--- src/rtl/kan_array_scheduler.sv ---
// ---------------------------------------------------------------------------
// kan_array_scheduler
//
// Purpose: sequences a square PE array of a KAN accelerator through three
// phases:
//   - streaming coefficients into every PE,
//   - enabling the array for a compute run of programmable length,
//   - waiting for the array outputs to settle.
//
// Ports:
//   clk, rst_n            - single clock; asynchronous active-low reset
//   load_start            - pulse, starts a coefficient load (IDLE only)
//   run_start, run_len    - pulse plus enable-cycle count, starts a run (IDLE only)
//   cfg_valid/cfg_ready   - coefficient stream handshake
//   cfg_data              - coefficient word
//   arr_coeff_we          - one-hot PE write strobe, bit row*ARRAY_SIZE+col
//   arr_coeff_addr/_data  - coefficient address/word broadcast to all PEs
//   arr_enable            - array compute enable
//   arr_valid_all         - AND of all PE output_valid flags
//   busy, done, error     - status; done and error are one-cycle pulses
//   abort                 - only present when KAN_SCHED_ABORT_EN is defined
//
// Optional feature macro: KAN_SCHED_ABORT_EN (adds the abort input).
// ---------------------------------------------------------------------------
module kan_array_scheduler #(
  parameter int ARRAY_SIZE    = 8,
  parameter int COEFF_WIDTH   = 16,
  parameter int COEFF_DEPTH   = 64,
  parameter int DRAIN_TIMEOUT = 32
) (
  input  logic                             clk,
  input  logic                             rst_n,
  input  logic                             load_start,
  input  logic                             run_start,
  input  logic [15:0]                      run_len,
  input  logic                             cfg_valid,
  output logic                             cfg_ready,
  input  logic [COEFF_WIDTH-1:0]           cfg_data,
`ifdef KAN_SCHED_ABORT_EN
  input  logic                             abort,
`endif
  output logic [ARRAY_SIZE*ARRAY_SIZE-1:0] arr_coeff_we,
  output logic [8:0]                       arr_coeff_addr,
  output logic [COEFF_WIDTH-1:0]           arr_coeff_data,
  output logic                             arr_enable,
  input  logic                             arr_valid_all,
  output logic                             busy,
  output logic                             done,
  output logic                             error
);

  localparam int NPE  = ARRAY_SIZE * ARRAY_SIZE;
  localparam int PE_W = (NPE > 1) ? $clog2(NPE) : 1;
  localparam int DR_W = $clog2(DRAIN_TIMEOUT + 1);

  typedef enum logic [1:0] {IDLE, LOAD, RUN, DRAIN} state_e;

  state_e                 state_q, state_d;
  // Flat PE index: row*ARRAY_SIZE+col, so incrementing it walks col then row.
  logic [PE_W-1:0]        pe_q, pe_d;
  logic [8:0]             addr_q, addr_d;
  logic                   loaded_q, loaded_d;
  logic [15:0]            run_cnt_q, run_cnt_d;
  logic [DR_W-1:0]        drain_q, drain_d;
  logic [NPE-1:0]         we_q, we_d;
  logic [8:0]             addr_out_q, addr_out_d;
  logic [COEFF_WIDTH-1:0] data_q, data_d;
  logic                   done_q, done_d;
  logic                   error_q, error_d;
  logic                   abort_hit;

`ifdef KAN_SCHED_ABORT_EN
  assign abort_hit = abort && (state_q != IDLE);
`else
  assign abort_hit = 1'b0;
`endif

  always_comb begin
    state_d    = state_q;
    pe_d       = pe_q;
    addr_d     = addr_q;
    loaded_d   = loaded_q;
    run_cnt_d  = run_cnt_q;
    drain_d    = drain_q;
    we_d       = '0;
    addr_out_d = addr_out_q;
    data_d     = data_q;
    done_d     = 1'b0;
    error_d    = 1'b0;

    if (abort_hit) begin
      state_d = IDLE;
      error_d = 1'b1;
      drain_d = '0;
      if (state_q == LOAD) begin
        loaded_d = 1'b0;
      end
    end else begin
      case (state_q)
        IDLE: begin
          // Load takes priority when both commands arrive together.
          if (load_start) begin
            state_d  = LOAD;
            pe_d     = '0;
            addr_d   = '0;
            loaded_d = 1'b0;
          end else if (run_start) begin
            if (!loaded_q || (run_len == 16'd0)) begin
              error_d = 1'b1;
            end else begin
              state_d   = RUN;
              run_cnt_d = run_len;
            end
          end
        end

        LOAD: begin
          if (cfg_valid) begin
            we_d       = NPE'(1) << pe_q;
            addr_out_d = addr_q;
            data_d     = cfg_data;
            if (addr_q == 9'(COEFF_DEPTH - 1)) begin
              addr_d = '0;
              if (pe_q == PE_W'(NPE - 1)) begin
                // Last word of the whole array: the strobe and done issue
                // together on the next cycle, with cfg_ready already low.
                pe_d     = '0;
                loaded_d = 1'b1;
                done_d   = 1'b1;
                state_d  = IDLE;
              end else begin
                pe_d = pe_q + 1'b1;
              end
            end else begin
              addr_d = addr_q + 9'd1;
            end
          end
        end

        RUN: begin
          if (run_cnt_q == 16'd1) begin
            state_d   = DRAIN;
            run_cnt_d = '0;
            drain_d   = '0;
          end else begin
            run_cnt_d = run_cnt_q - 16'd1;
          end
        end

        DRAIN: begin
          if (arr_valid_all) begin
            done_d  = 1'b1;
            state_d = IDLE;
            drain_d = '0;
          end else if (drain_q == DR_W'(DRAIN_TIMEOUT - 1)) begin
            error_d = 1'b1;
            state_d = IDLE;
            drain_d = '0;
          end else begin
            drain_d = drain_q + 1'b1;
          end
        end

        default: state_d = IDLE;
      endcase
    end
  end

  always_ff @(posedge clk or negedge rst_n) begin
    if (!rst_n) begin
      state_q    <= IDLE;
      pe_q       <= '0;
      addr_q     <= '0;
      loaded_q   <= 1'b0;
      run_cnt_q  <= '0;
      drain_q    <= '0;
      we_q       <= '0;
      addr_out_q <= '0;
      data_q     <= '0;
      done_q     <= 1'b0;
      error_q    <= 1'b0;
    end else begin
      state_q    <= state_d;
      pe_q       <= pe_d;
      addr_q     <= addr_d;
      loaded_q   <= loaded_d;
      run_cnt_q  <= run_cnt_d;
      drain_q    <= drain_d;
      we_q       <= we_d;
      addr_out_q <= addr_out_d;
      data_q     <= data_d;
      done_q     <= done_d;
      error_q    <= error_d;
    end
  end

  assign cfg_ready      = (state_q == LOAD);
  assign arr_enable     = (state_q == RUN);
  assign busy           = (state_q != IDLE);
  assign arr_coeff_we   = we_q;
  assign arr_coeff_addr = addr_out_q;
  assign arr_coeff_data = data_q;
  assign done           = done_q;
  assign error          = error_q;

endmodule

--- config.mk ---
export PLATFORM = sky130hd
export DESIGN_NAME = kan_array_scheduler
export DESIGN_NICKNAME = d
export VERILOG_FILES = /design/src/rtl/kan_array_scheduler.sv
export SDC_FILE = /design/constraint.sdc
export NUM_CORES = 1
export LEC_CHECK = 0
export CORE_MARGIN = 8
export CORE_UTILIZATION = 47
export DETAILED_ROUTE_END_ITERATION = 8
export PLACE_DENSITY = 0.76
export SLEW_MARGIN = 10
export SYNTH_ARGS = -nofsm -noshare
export SYNTH_HDL_FRONTEND = slang
export SYNTH_SLANG_ARGS = --single-unit
--- constraint.sdc ---
create_clock -name clk -period 4.7 [get_ports clk]
set_input_delay 1.175 -clock clk [delete_from_list [all_inputs] [get_ports clk]]
set_output_delay 1.175 -clock clk [all_outputs]
set_load 0.005 [all_outputs]
* After elaboration in Yosys (flattened, before gate mapping)
Cells that the tools add are included.
Cells by class: eq/ne operators 18, add/sub/neg operators 4, shift operators 1, muxes and demuxes 46, reductions and logical operators 15
Operators by type and width (count):
- two-way mux 64 bit | 2
- two-way mux 16 bit | 4
- << shifter 1 x 6 -> 64 bit, first input constant | 1
- two-way mux 6 bit | 7
- one-hot mux 16 bit (2 select lines) | 1
- two-way mux 9 bit | 3
- one-hot mux 6 bit (2 select lines) | 2
- two-way mux 2 bit | 9
- one-hot mux 9 bit (2 select lines) | 1
- equality test 16 x 1 -> 1 bit, second input constant | 1
- logical NOT 16 bit | 1
- subtractor 16 x 1 -> 16 bit, second input constant | 1
- two-way mux 1 bit | 13
- adder 6 x 1 -> 6 bit, second input constant | 2
- != test 2 bit, second input constant | 5
- adder 9 x 1 -> 9 bit, second input constant | 1
- equality test 9 x 6 -> 1 bit, second input constant | 1
- != test 3 bit, second input constant | 3
- one-hot mux 2 bit (4 select lines) | 1
- AND reduction 4 bit | 2
- nonzero test 2 bit | 4
- AND reduction 7 bit | 1
- equality test 6 x 5 -> 1 bit, second input constant | 1
- equality test 6 bit, second input constant | 1
- other kinds (10) | 16
Storage, ports and cells: register bits 131, input bits 38

* Logic depth before layout (Yosys ltp)
Gate-level depths: netlist of the first run.
word-level depth 6, mapped depth 9, gate-level depth less buffers 7

* Least setup slack after synthesis of the first run
No wires, ideal clock.
kind input -> register, from in run_len[6], to reg run_cnt_q[13], cell stages on the path 6, path slack 1.797 ns, setup time 0.126 ns, arrival 2.777 ns, path buffers 1, cell sequence or4_1 > o41a_1 > a31oi_2 > buf_2 > a21oi_1 > o32a_1
Between the ends: word-level cells in the longest chain between the ends 4
Ends and longest elaborated chain:
- from (decl) | RTL line 35 | input logic [15:0] run_len,
- logical NOT 16 bit | RTL line 108 | if (!loaded_q || (run_len == 16'd0)) begin
- logical OR 1 bit | RTL line 108
- != test 2 bit (no line)
- AND reduction 4 bit (no line)
- to (signal assigned) | RTL line 187 | run_cnt_q <= run_cnt_d;
- to (decl) | RTL line 63 | logic [15:0] run_cnt_q, run_cnt_d;
No other way between the ends. A chain may end at the register's enable or synchronous reset.

* Worst setup path after layout of the first run
from reg state_q[0], to out arr_enable
Between the ends: word-level cells in the longest chain between the ends 1
Ends and longest elaborated chain:
- from (decl) | RTL line 58 | state_e state_q, state_d;
- from (signal assigned) | RTL line 183 | state_q <= state_d;
- equality test 2 bit | RTL line 198 | assign arr_enable = (state_q == RUN);
- to (decl) | RTL line 45 | output logic arr_enable,
No other way between the ends.

==> reports/metrics.cfg, run 1 <==
[status]
status=completed

[synth]
yosys_most_used_dff=dfrtp_1
ys_seq_area_frac=0.582
synth_area_mm2=0.00563
synth.ff_latch_count=131
synth_cell_types=64
syn_avg_cell_area_um2=10.9
yosysWarningCount=0
synth_fp_nets=568
syn_inst=516
synthArstFlopShare=1.00
synth-edff-count=0

[sta]
slew_headroom=0.368
period_minus_slack_ps=3230
worst_pin_slew_ps=944
period_share=0.688
finalSetupViolCount=0
hold_viol_final=0
fin_skew_ps=13.9
slew_violations=0
tns_ps=0
rsz0062_at_grt=false
timing.hold.ws_ps=490
fmax_ghz=0.309

[worst_setup_path]
worstSetupPathType=reg -> out
worstPathArrival_ps=2060
r2r_slack_ps=1980
cpPeakStageDelay_ps=610
path_max_fanout=11
slowest_stage=clkdlybuf4s50_1
required_ps=3520
cp_top_family=buffers and inverters
startpoint_type=register
crit_path_end_kind=primary output
critPathBufInv=2
cp_cell_sequence=inv_1 -> ha_1 -> clkdlybuf4s50_1

[die]
dieHeight_um=125
dieArea_mm2=0.0157
io_pins=132
fp-row-count=40
initial_core_util=0.475
die_width_um=125
core_mm2=0.0119

[global_routing]
grt_use_met2=0.303
grt_pass1_vias=4619
use_met1=0.221
grt_busiest_layer=met2
grt_pass1_wl_um=23600
grtUsageMet3=0.0633
grtUsageTotal=0.184
gr-total-overflow=0
grt_max_degree=76
antenna_found_initial=0

[detailed_routing]
avgViaCountPerCell=5.56
drc_errors=0
wirelength_um=14100
dr.pass1.iters=5
wl_per_cell_um=17.4
detail-route-antenna-nets=0
routed-via-count=4488
drt-initial-drc-count=398

[final_layout]
regArea_mm2=0.00328
multi_input_area_mm2=0.00219
antenna_cells=0
num-fill-cells=935
nets=699
most-common-layout-cells=dfrtp_1, clkdlybuf4s50_1, nor2_1
layout_commonest_cell=dfrtp_1
area_delta_synth_final_pct=36.1
drive_gt1_frac=0.118

[power_and_ir_drop]
power_density_mw_per_mm2=532
ir_worst_vdd_v=0.000252
leakagePower_nw=3.29

[clocking]
cts_setup_buffers=0
clock_latency_ps=410
cts_sinks=131
cts-resized-gates=0
cts_tree=built
cts_max_level=4
hold_buffers=0
root_buffer=clkbuf_16
path_clk_slew_ps=60
cts_buffers=17
clockBufferDepth=2

[hold_path]
hold_path.class=reg -> reg

[placement]
hpwl_um=10100
io_buffers=131
routabilityCongestion=0.846

[job]
maxCapViolations=0

==> power breakdown <==
| group | leakage, nW | internal, mW | switching, mW |
|---|---|---|---|
| Combinational | 1.24 | 0.569 | 0.683 |
| Clock | 0.291 | 0.855 | 0.503 |
| Sequential | 1.76 | 1.31 | 0.153 |
| Total | 3.29 | 2.74 | 1.34 |
==> routing by layer <==
| metal | part of all wire | up-vias |
|---|---|---|
| met3 | 0.076 | 21 |
| met5 | 0 | - |
| met2 | 0.48 | 179 |
| li1 | - | 2090 |
| met4 | 0.015 | 0 |
| met1 | 0.43 | 2198 |
==> cell families after synthesis <==
| kind of cell | share of synthesized area |
|---|---|
| flops | 0.582 |
| buf+inv | 0.0295 |
| xor+xnor | 0.00156 |
| simple gates | 0.170 |
| fa+ha+maj | 0.0311 |
| compound gates | 0.130 |
| mux | 0.0553 |
==> synthesized netlist by cell type (all sizes together) (3+ instances only) <==
cell / number / share of area
a21oi: 11 / 0.0098
a22o: 6 / 0.0096
a31oi: 7 / 0.0089
a32oi: 5 / 0.0078
and3: 3 / 0.0036
buf: 4 / 0.0051
clkbuf: 20 / 0.015
dfrtp: 131 / 0.58
ha: 14 / 0.031
inv: 14 / 0.0093
mux2: 25 / 0.050
mux2i: 3 / 0.0053
nand2: 42 / 0.028
nand2b: 8 / 0.0089
nand3: 13 / 0.012
nand4: 4 / 0.0044
nor2: 88 / 0.059
nor2b: 4 / 0.0044
nor3: 7 / 0.0062
nor4: 5 / 0.0093
o211ai: 3 / 0.0040
o21ai: 44 / 0.039
o31ai: 5 / 0.0067
o32a: 4 / 0.0071
o41ai: 5 / 0.011
or2: 3 / 0.0033
or3: 3 / 0.0036
or4: 8 / 0.011
==> flip-flops by register name, indices dropped and copies added, names as in the netlist <==
signal          cells
addr_q              9
arr_coeff_addr      9
arr_coeff_data     16
arr_coeff_we       64
done                1
drain_q             6
error               1
loaded_q            1
pe_q                6
run_cnt_q          16
state_q             2
==> path summary, 6_finish.rpt <==
path	from	endpoint	depth (start not counted)
worst min-delay path	drain_q[5]	drain_q[5]	1
worst max register to register	run_cnt_q[1]	state_q[1]	6
min in group asynchronous	rst_n	arr_coeff_data[12]	1
worst max-delay path	state_q[0]	arr_enable	3
max in group asynchronous	rst_n	arr_coeff_we[53]	2
worst min register to register	drain_q[5]	drain_q[5]	1
==> metrics by stage <==
step | std cells | util | setup WS [ps] | area (um2) | power [mW]
finish | 807 | 0.646 | 1470 | 7660 | 4.08
global route | 807 | 0.646 | 1400 | 7660 | 4.31
CTS | 807 | 0.646 | 1450 | 7660 | 4.10
detailed placement | 775 | 0.594 | 1210 | 7050 | 2.74
global placement | 775 | 0.594 | 1240 | 7050 | 2.69
floorplan | 516 | - | 1800 | 5630 | 2.26
==> area by class of cell <==
| class | count | share of cell area |
|---|---|---|
| Clock inverter | 14 | 0.0230 |
| Multi-Input combinational cell | 347 | 0.285 |
| Clock buffer | 18 | 0.0573 |
| Timing Repair Buffer | 136 | 0.176 |
| Sequential cell | 131 | 0.428 |
| Inverter | 14 | 0.00686 |
| Tap cell | 147 | 0.0240 |
==> worst register-to-register path: stages (launching register included) <==
cell and delay, ps:
dfrtp_1 370, inv_1 120, ha_1 160, or4b_4 500, o41ai_4 890, nand4_1 230, o32a_1 340
(Power assumes the default switching activity.)
==> inputs of run 2 (changes only) <==
==> constraint.sdc (replaced) <==
create_clock -name clk -period 3.2 [get_ports clk]
set_input_delay 0.8 -clock clk [delete_from_list [all_inputs] [get_ports clk]]
set_output_delay 0.8 -clock clk [all_outputs]
set_load 0.005 [all_outputs]
==> run 2 against run 1 <==
Power is 51% higher; largest power group unchanged; critical path type is now in -> reg; worst setup slack worse by 960 ps; highest routed layer unchanged; largest cell class unchanged; non-clock buffer count increased by 6.
==> reports/metrics.cfg, run 2 (synthesized netlist as in run 1, its figures left out) <==
[detailed_routing]
routed-via-count=4507  ; was 4488
avgViaCountPerCell=5.54  ; was 5.56
wl_per_cell_um=17.7  ; was 17.4 um
drt-initial-drc-count=372  ; was 398
dr.pass1.iters=5  ; unchanged
drc_errors=0  ; unchanged
detail-route-antenna-nets=0  ; unchanged
wirelength_um=14400  ; was 14100 um

[final_layout]
drive_gt1_frac=0.126  ; was 0.118
layout_commonest_cell=dfrtp_1  ; unchanged
most-common-layout-cells=dfrtp_1, clkdlybuf4s50_1, nor2_1  ; unchanged
regArea_mm2=0.00328  ; unchanged
nets=705  ; was 699
num-fill-cells=923  ; was 935
area_delta_synth_final_pct=37.9  ; was 36.1%
antenna_cells=0  ; unchanged
largest_reg_flops=64  ; unchanged
multi_input_area_mm2=0.00219  ; unchanged

[global_routing]
grtUsageTotal=0.189  ; was 0.184
gr-total-overflow=0  ; unchanged
grt_pass1_vias=4689  ; was 4619
antenna_found_initial=0  ; unchanged
grt_pass1_wl_um=24300  ; was 23600 um
grt_max_degree=58  ; was 76

[clocking]
cts_tree=built  ; unchanged
clockBufferDepth=2  ; unchanged
cts_max_level=4  ; unchanged
cts-resized-gates=0  ; unchanged
root_buffer=clkbuf_16  ; unchanged
cts_setup_buffers=0  ; unchanged
cts_sinks=131  ; unchanged
hold_buffers=0  ; unchanged
clock_latency_ps=400  ; was 410 ps
path_clk_slew_ps=60  ; about the same
cts_buffers=17  ; unchanged

[sta]
period_share=0.842
fin_skew_ps=9.54  ; was 13.9 ps
fmax_ghz=0.371
slew_violations=0  ; unchanged
hold_viol_final=0  ; unchanged
setup_ws_ps=504  ; was 1470 ps
timing.hold.ws_ps=425  ; was 490 ps
rsz0062_at_grt=false  ; unchanged
tns_ps=0  ; unchanged
slew_headroom=0.540  ; was 0.368
period_minus_slack_ps=2700
worst_pin_slew_ps=687  ; was 944 ps
finalSetupViolCount=0  ; unchanged

[worst_setup_path]
worstPathArrival_ps=2990  ; was 2060 ps
path_max_fanout=21  ; was 11
startpoint_type=primary input  ; was register
required_ps=3490  ; was 3520 ps
r2r_slack_ps=600  ; was 1980 ps
crit_path_end_kind=register  ; was primary output
worstSetupPathType=in -> reg  ; was reg -> out

[power_and_ir_drop]
power.total_mw=6.17  ; was 4.08 mW
leakagePower_nw=3.36  ; was 3.29 nW
power_density_mw_per_mm2=795  ; was 532 mW/mm2
ir_worst_vdd_v=0.000332  ; was 0.000252 V

[die]
fp-row-count=40  ; unchanged
dieHeight_um=125  ; unchanged
dieArea_mm2=0.0157  ; unchanged
initial_core_util=0.475  ; unchanged
io_pins=132  ; unchanged
core_mm2=0.0119  ; unchanged
die_width_um=125  ; unchanged

[job]
maxCapViolations=0  ; unchanged

[placement]
hpwl_um=10300  ; was 10100 um
routabilityCongestion=0.831  ; was 0.846
io_buffers=131  ; unchanged
dp_slack_ps=73.8  ; was 1210 ps

[hold_path]
hold_path.class=in -> async  ; was reg -> reg

[status]
status=completed  ; unchanged

-- run 2: layout make-up --
class                           count  share of cell area
Multi-Input combinational cell    347               0.282
Clock buffer                       17              0.0548
Sequential cell                   131               0.422
Tap cell                          147              0.0237
Clock inverter                     15              0.0285
Inverter                           14             0.00677
Timing Repair Buffer              142               0.182
-- run 2: routing by layer --
metal | routed length, um | vias up | GRT usage
li1 | - | 2106 | -
met1 | 6020 | 2222 | 0.224
met2 | 7050 | 162 | 0.318
met3 | 1110 | 17 | 0.0616
met4 | 187 | 0 | 0.0609
met5 | 0 | - | 0
-- run 2: final timing paths --
path	start	depth (start not counted)	endpoint
max	run_len[5]	7	run_cnt_q[13]
min	rst_n	1	arr_coeff_data[12]
max reg2reg	run_cnt_q[1]	8	run_cnt_q[14]
min reg2reg	arr_coeff_data[1]	1	arr_coeff_data[1]
max in group asynchronous	rst_n	2	arr_coeff_we[37]
min in group clk	arr_coeff_data[1]	1	arr_coeff_data[1]
-- run 2: critical path, cell delays in order --
cell and delay [ps]:
clkdlybuf4s50_1 440, or4_1 570, o41a_1 530, a31oi_2 250, buf_12 180, a21oi_1 50, o32a_1 160
-- run 2: metrics by stage --
step	util	area, um2	instances
after global routing	0.655	7760	813
final	0.655	7760	813
after detailed placement	0.600	7120	781
after global placement	0.600	7120	781
after CTS	0.655	7760	813
after floorplan	-	5630	516
-- run 2: power breakdown --
| group | switching (mW) | internal, mW |
|---|---|---|
| clock | 0.765 | 1.33 |
| combinational | 1.02 | 0.897 |
| sequential | 0.226 | 1.93 |
